**config.mk**
```make
export PLATFORM = sky130hd
export DESIGN_NAME = ex_issue_stage
export DESIGN_NICKNAME = d
export VERILOG_FILES = /design/src/rtl/mips_pkg.sv /design/src/rtl/ex_operand_fwd.sv /design/src/rtl/ex_issue_stage.sv
export SDC_FILE = /design/constraint.sdc
export NUM_CORES = 1
export LEC_CHECK = 0
export BUFFER_PORTS_ARGS = -buffer_cell sky130_fd_sc_hd__buf_2
export CORE_UTILIZATION = 35
export DETAILED_ROUTE_END_ITERATION = 6
export SLEW_MARGIN = 5
export SYNTH_ARGS = -nofsm -noshare
export SYNTH_HDL_FRONTEND = slang
export SYNTH_SLANG_ARGS = --single-unit
```
**constraint.sdc**
```tcl
create_clock -name i_clk -period 2 [get_ports i_clk]
set_input_delay 0.4 -clock i_clk [delete_from_list [all_inputs] [get_ports i_clk]]
set_output_delay 0.4 -clock i_clk [all_outputs]
set_load 0.01 [all_outputs]
```
**src/rtl/mips_pkg.sv**
```systemverilog
// Shared widths, ALU function codes, issue-entry record and skid-buffer states
// for the decode/execute boundary.
package mips_pkg;

  localparam int DATA_SIZE = 32;
  localparam int FUNC_SIZE = 11;
  localparam int IDX_SIZE  = 5;

  localparam logic [FUNC_SIZE-1:0] FN_ADD = 11'd0;
  localparam logic [FUNC_SIZE-1:0] FN_SUB = 11'd1;
  localparam logic [FUNC_SIZE-1:0] FN_AND = 11'd2;
  localparam logic [FUNC_SIZE-1:0] FN_OR  = 11'd3;
  localparam logic [FUNC_SIZE-1:0] FN_XOR = 11'd4;
  localparam logic [FUNC_SIZE-1:0] FN_SLT = 11'd5;

  typedef struct packed {
    logic [FUNC_SIZE-1:0] func;
    logic [IDX_SIZE-1:0]  rs_idx;
    logic [IDX_SIZE-1:0]  rt_idx;
    logic [IDX_SIZE-1:0]  rd_idx;
    logic [DATA_SIZE-1:0] a;
    logic [DATA_SIZE-1:0] b;
    logic                 b_is_reg;
  } entry_t;

  typedef enum logic [1:0] {
    ST_EMPTY,
    ST_FULL,
    ST_SKID
  } state_t;

endpackage

```
**src/rtl/ex_operand_fwd.sv**
```systemverilog
// Writeback bypass for one operand: replaces the value when the writeback
// targets the operand's source register (r0 and immediates never match).
module ex_operand_fwd
  import mips_pkg::*;
(
  input  logic [IDX_SIZE-1:0]  i_idx,
  input  logic [DATA_SIZE-1:0] i_val,
  input  logic                 i_en,
  input  logic                 i_wb_en,
  input  logic [IDX_SIZE-1:0]  i_wb_idx,
  input  logic [DATA_SIZE-1:0] i_wb_data,
  output logic [DATA_SIZE-1:0] o_val
);

  logic hit;

  assign hit   = i_en & i_wb_en & (i_wb_idx != '0) & (i_wb_idx == i_idx);
  assign o_val = hit ? i_wb_data : i_val;

endmodule

```
**src/rtl/ex_issue_stage.sv**
```systemverilog
// Two-entry skid buffer between decode and the ALU; held operands are kept
// current with register-file writebacks. Accepted ops appear one cycle later.
module ex_issue_stage
  import mips_pkg::*;
(
  input  logic                 i_clk,
  input  logic                 i_rst_n,
  input  logic                 i_valid,
  output logic                 o_ready,
  input  logic [FUNC_SIZE-1:0] i_func,
  input  logic [IDX_SIZE-1:0]  i_rs_idx,
  input  logic [IDX_SIZE-1:0]  i_rt_idx,
  input  logic [IDX_SIZE-1:0]  i_rd_idx,
  input  logic [DATA_SIZE-1:0] i_rs_val,
  input  logic [DATA_SIZE-1:0] i_rt_val,
  input  logic [DATA_SIZE-1:0] i_imm,
  input  logic                 i_use_imm,
  input  logic                 i_wb_en,
  input  logic [IDX_SIZE-1:0]  i_wb_idx,
  input  logic [DATA_SIZE-1:0] i_wb_data,
  input  logic                 i_flush,
  output logic                 o_valid,
  input  logic                 i_ready,
  output logic [FUNC_SIZE-1:0] o_func,
  output logic [DATA_SIZE-1:0] o_a,
  output logic [DATA_SIZE-1:0] o_b,
  output logic [IDX_SIZE-1:0]  o_rd_idx,
  output logic [31:0]          o_issue_cnt
);

  state_t      state, state_nx;
  entry_t      main_q, skid_q;
  entry_t      cap, main_fwd, skid_fwd;
  logic        ready_q;
  logic [31:0] issue_cnt;
  logic        accept, fire;
  logic        load_main_in, load_main_skid, load_skid;

  assign o_valid     = (state != ST_EMPTY);
  assign o_ready     = ready_q;
  assign accept      = i_valid & ready_q;
  assign fire        = o_valid & i_ready;
  assign o_func      = main_q.func;
  assign o_a         = main_q.a;
  assign o_b         = main_q.b;
  assign o_rd_idx    = main_q.rd_idx;
  assign o_issue_cnt = issue_cnt;

  // Incoming capture: b comes from the immediate or from rt.
  assign cap.func     = i_func;
  assign cap.rs_idx   = i_rs_idx;
  assign cap.rt_idx   = i_rt_idx;
  assign cap.rd_idx   = i_rd_idx;
  assign cap.b_is_reg = ~i_use_imm;

  ex_operand_fwd u_fwd_cap_a (
    .i_idx(i_rs_idx), .i_val(i_rs_val), .i_en(1'b1),
    .i_wb_en(i_wb_en), .i_wb_idx(i_wb_idx), .i_wb_data(i_wb_data), .o_val(cap.a)
  );
  ex_operand_fwd u_fwd_cap_b (
    .i_idx(i_rt_idx), .i_val(i_use_imm ? i_imm : i_rt_val), .i_en(~i_use_imm),
    .i_wb_en(i_wb_en), .i_wb_idx(i_wb_idx), .i_wb_data(i_wb_data), .o_val(cap.b)
  );

  assign main_fwd.func     = main_q.func;
  assign main_fwd.rs_idx   = main_q.rs_idx;
  assign main_fwd.rt_idx   = main_q.rt_idx;
  assign main_fwd.rd_idx   = main_q.rd_idx;
  assign main_fwd.b_is_reg = main_q.b_is_reg;

  ex_operand_fwd u_fwd_main_a (
    .i_idx(main_q.rs_idx), .i_val(main_q.a), .i_en(1'b1),
    .i_wb_en(i_wb_en), .i_wb_idx(i_wb_idx), .i_wb_data(i_wb_data), .o_val(main_fwd.a)
  );
  ex_operand_fwd u_fwd_main_b (
    .i_idx(main_q.rt_idx), .i_val(main_q.b), .i_en(main_q.b_is_reg),
    .i_wb_en(i_wb_en), .i_wb_idx(i_wb_idx), .i_wb_data(i_wb_data), .o_val(main_fwd.b)
  );

  // The skid copy is forwarded too, so a skid->main move carries fresh values.
  assign skid_fwd.func     = skid_q.func;
  assign skid_fwd.rs_idx   = skid_q.rs_idx;
  assign skid_fwd.rt_idx   = skid_q.rt_idx;
  assign skid_fwd.rd_idx   = skid_q.rd_idx;
  assign skid_fwd.b_is_reg = skid_q.b_is_reg;

  ex_operand_fwd u_fwd_skid_a (
    .i_idx(skid_q.rs_idx), .i_val(skid_q.a), .i_en(1'b1),
    .i_wb_en(i_wb_en), .i_wb_idx(i_wb_idx), .i_wb_data(i_wb_data), .o_val(skid_fwd.a)
  );
  ex_operand_fwd u_fwd_skid_b (
    .i_idx(skid_q.rt_idx), .i_val(skid_q.b), .i_en(skid_q.b_is_reg),
    .i_wb_en(i_wb_en), .i_wb_idx(i_wb_idx), .i_wb_data(i_wb_data), .o_val(skid_fwd.b)
  );

  always_comb begin
    state_nx       = state;
    load_main_in   = 1'b0;
    load_main_skid = 1'b0;
    load_skid      = 1'b0;
    if (i_flush) begin
      state_nx = ST_EMPTY;
    end else begin
      case (state)
        ST_EMPTY: begin
          if (accept) begin
            state_nx     = ST_FULL;
            load_main_in = 1'b1;
          end
        end
        ST_FULL: begin
          if (accept && fire) begin
            load_main_in = 1'b1;
          end else if (accept) begin
            state_nx  = ST_SKID;
            load_skid = 1'b1;
          end else if (fire) begin
            state_nx = ST_EMPTY;
          end
        end
        ST_SKID: begin
          if (fire) begin
            state_nx       = ST_FULL;
            load_main_skid = 1'b1;
          end
        end
        default: state_nx = ST_EMPTY;
      endcase
    end
  end

  always_ff @(posedge i_clk or negedge i_rst_n) begin
    if (!i_rst_n) begin
      state   <= ST_EMPTY;
      ready_q <= 1'b1;
      main_q  <= '0;
      skid_q  <= '0;
    end else begin
      state   <= state_nx;
      ready_q <= (state_nx != ST_SKID);
      if (load_main_in)
        main_q <= cap;
      else if (load_main_skid)
        main_q <= skid_fwd;
      else
        main_q <= main_fwd;
      if (load_skid)
        skid_q <= cap;
      else
        skid_q <= skid_fwd;
    end
  end

  // A fire in a flush cycle still counts: the ALU already took the op.
  always_ff @(posedge i_clk or negedge i_rst_n) begin
    if (!i_rst_n)
      issue_cnt <= '0;
    else if (fire)
      issue_cnt <= issue_cnt + 32'd1;
  end

endmodule

```
==> results.yml <==
grt:
  grt_pass1_vias: 11500
  grt_pass1_wl_um: 65900
  overflow: 0
  antenna_found_initial: 3
  grt_usage_pct: 23.5
  grt_max_degree: 89
floorplan:
  die_height_um: 187
  fp-row-count: 67
  initial_utilization_pct: 35.7
  core_region_area_sq_um: 33600
  die_w_um: 187
  io_pins: 280
  dieArea_sq_um: 35000
yosys:
  async_flop_share_pct: 100
  syn-num-nets: 1443
  yosysWarnings: 0
  synth-edff-count: 0
  ys_ff_latch: 217
  syn_area_per_cell_sq_um: 9.41
  netlist_area_sq_um: 12000
  ys_seq_area_share_pct: 45.3
  ys_types: 51
  syn_inst: 1276
  synth_top_flop_cell: "dfrtp_1"
worst_setup_path:
  cp_max_fo: 7
  cp-start-kind: "flop"
  path_class: "reg -> reg"
  crit_path_end_kind: "flop"
  cp_data_required_time_ns: 2.42
  worstPathArrival_ns: 2.60
clock_network:
  cts_max_level: 1
  clk_latency_ns: 0.52
  cts_buffers: 25
  clkSinkCount: 217
  clk_pin_slew_ns: 0.06
  ctsRootBufferMaster: "clkbuf_16"
  cts_tree: "yes"
  clk_path_buf_depth: 3
placement:
  hpwl_um: 28400
  portBuffers: 279
  place_inst: 1995
  gp_congestion: 0.826
  placed_cell_area_sq_um: 14900
timing:
  skew_ns: 0.0105
  rsz0062_at_grt: "true"
  fmax_mhz: 458
  slew_headroom_pct: 54.7
  final.min_clock_period_ns: 2.18
  drv_slew: 0
  worst_slew_pin_slew_ns: 0.680
  finalSetupViolCount: 67
  finalHoldViolCount: 0
  setup_ws_ns: -0.185
  period_share_pct: 109
detailed_routing:
  firstDrtPassIters: 5
  dr.first_iter.drc_count: 947
  post_drt_via_cell_ratio: 5.51
  wl_um: 44300
  postRouteAntennaNets: 0
  post_drt_wl_per_cell_um: 21.2
  routed-via-count: 11500
  drc: 0
final_layout:
  final_layout_size_suffix_gt1_share_pct: 38.5
  postLayoutCellArea_sq_um: 16900
  nets: 1781
  fillers: 3092
  area_growth_pct: 40.6
  instances_no_fill: 2083
hold_path:
  hold_class: "in -> reg"
power_and_ir_drop:
  leakage_nw: 7.83
  power.density_nw_per_um2: 933
  vdd_drop_max_mv: 0.780
run_status:
  failed_checks: "setup timing"
  status: "finished, violations left"
run:
  maxCapViolations: 0
-- repair_timing --
item,CTS,global route
pin swaps,1,21
setup buffers,5,18
setup endpoints to repair,93,100
gates resized for setup,24,114
endpoints found under the hold margin,33,0
hold buffers,1,0
gates cloned,1,15
-- placed cells by master, fill, tap and decap left out, types with 34 or more instances in the layout --
cell type,netlist,final
clkbuf_16,0,37
nor3_1,72,68
buf_12,0,36
buf_2,19,278
nor2_1,170,155
mux2i_1,66,64
o21ai_1,6,36
buf_4,17,91
nand2_1,183,182
inv_1,34,34
dfrtp_1,216,216
-- layout make-up --
class	instances	area (sq um)	area share (%)
clock buffer	36	747	4.43
antenna	3	7.51	0.0445
clock inverter	9	70.1	0.415
inverter	34	128	0.756
tap	448	561	3.32
timing repair buffer	437	3360	19.9
multi-input combinational	899	6570	38.9
sequential	217	5430	32.2
-- cell usage after synthesis, types with 27 or more instances --
cell type	n	share of area (%)
nor2_1	170	5.3
o31ai_1	33	2.1
mux2i_1	66	5.5
o41ai_1	32	2.3
inv_1	34	1.1
nand2_1	183	5.7
a221o_1	32	2.7
dfrtp_1	216	45
a31oi_1	27	1.4
a32oi_1	32	2.3
xnor2_1	32	2.3
nor3_1	72	3.0
xor2_1	29	2.1
o21ai_0	58	2.4
mux2_2	33	3.1
a221oi_2	30	3.8
clkbuf_1	76	2.4
-- cells by family (layout without fill, tap and decap cells) --
| group | count (synthesis) | in the layout | share of synthesized area (%) |
|---|---|---|---|
| xor+xnor | 61 | 61 | 4.45 |
| simple gates | 473 | 473 | 16.7 |
| flops | 217 | 217 | 45.3 |
| buf+inv | 160 | 516 | 6.20 |
| fa+ha+maj | 1 | 1 | 0.104 |
| compound gates | 264 | 264 | 18.6 |
| other cells | 0 | 3 | 0 |
| mux | 100 | 100 | 8.69 |
-- per-layer routing --
| metal | vias up | routed length, um | share of wire, % | global-route usage (%) |
|---|---|---|---|---|
| met3 | 71 | 3320 | 7.5 | 4.32 |
| li1 | 5237 | - | - | - |
| met2 | 519 | 21000 | 47 | 38.6 |
| met4 | 0 | 1160 | 2.6 | 6.84 |
| met5 | - | 0 | 0 | 0 |
| met1 | 5659 | 18800 | 42 | 31.6 |
-- registers in the layout, indices dropped and copies added (netlist names) --
register and cells:
main_fwd 11, o_a 32, o_b 32, o_func 11, o_issue_cnt 32, o_rd_idx 5, o_ready 1, skid_fwd 27
skid_q 64, state 2
-- report_power, final --
group | switching, W | internal [W]
clock network | 0.00188 | 0.00271
registers | 0.000872 | 0.00569
logic | 0.00231 | 0.00228
total | 0.00506 | 0.0107
-- worst paths after layout --
kind,startpoint,to,slack [ns],depth (start not counted)
max,o_ready,o_a[16],-0.18,10
min,i_func[10],skid_fwd[90],0.09,3
max reg2reg,o_ready,o_a[16],-0.18,10
min reg2reg,o_issue_cnt[31],o_issue_cnt[31],0.47,1
max in group asynchronous,i_rst_n,o_issue_cnt[8],0.97,3
min in group asynchronous,i_rst_n,skid_q[57],0.37,2
-- stage by stage --
step / hold slack, ns / power [W] / TNS, ns / util [%] / setup WS, ns
after floorplan: 0.104 / 0.00888 / -32.31 / - / -0.503
after global placement: 0.327 / 0.0105 / -45.76 / 44.3 / -0.501
after detailed placement: 0.328 / 0.0106 / -49.31 / 44.3 / -0.607
after CTS: 0.0640 / 0.0153 / -3.69 / 47.4 / -0.144
after global routing: 0.0752 / 0.0166 / -14.19 / 50.2 / -0.242
final: 0.0861 / 0.0157 / -5.95 / 50.2 / -0.185
-- critical path, stage by stage, from the launching register on --
cell       delay [ns]
dfstp_2          0.54
nand2_2          0.07
buf_6            0.13
nor4_4           0.19
buf_4            0.17
buf_6            0.10
clkbuf_16        0.14
a311oi_4         0.04
buf_12           0.18
clkbuf_16        0.18
o41ai_2          0.35
(Power assumes the default switching activity.)
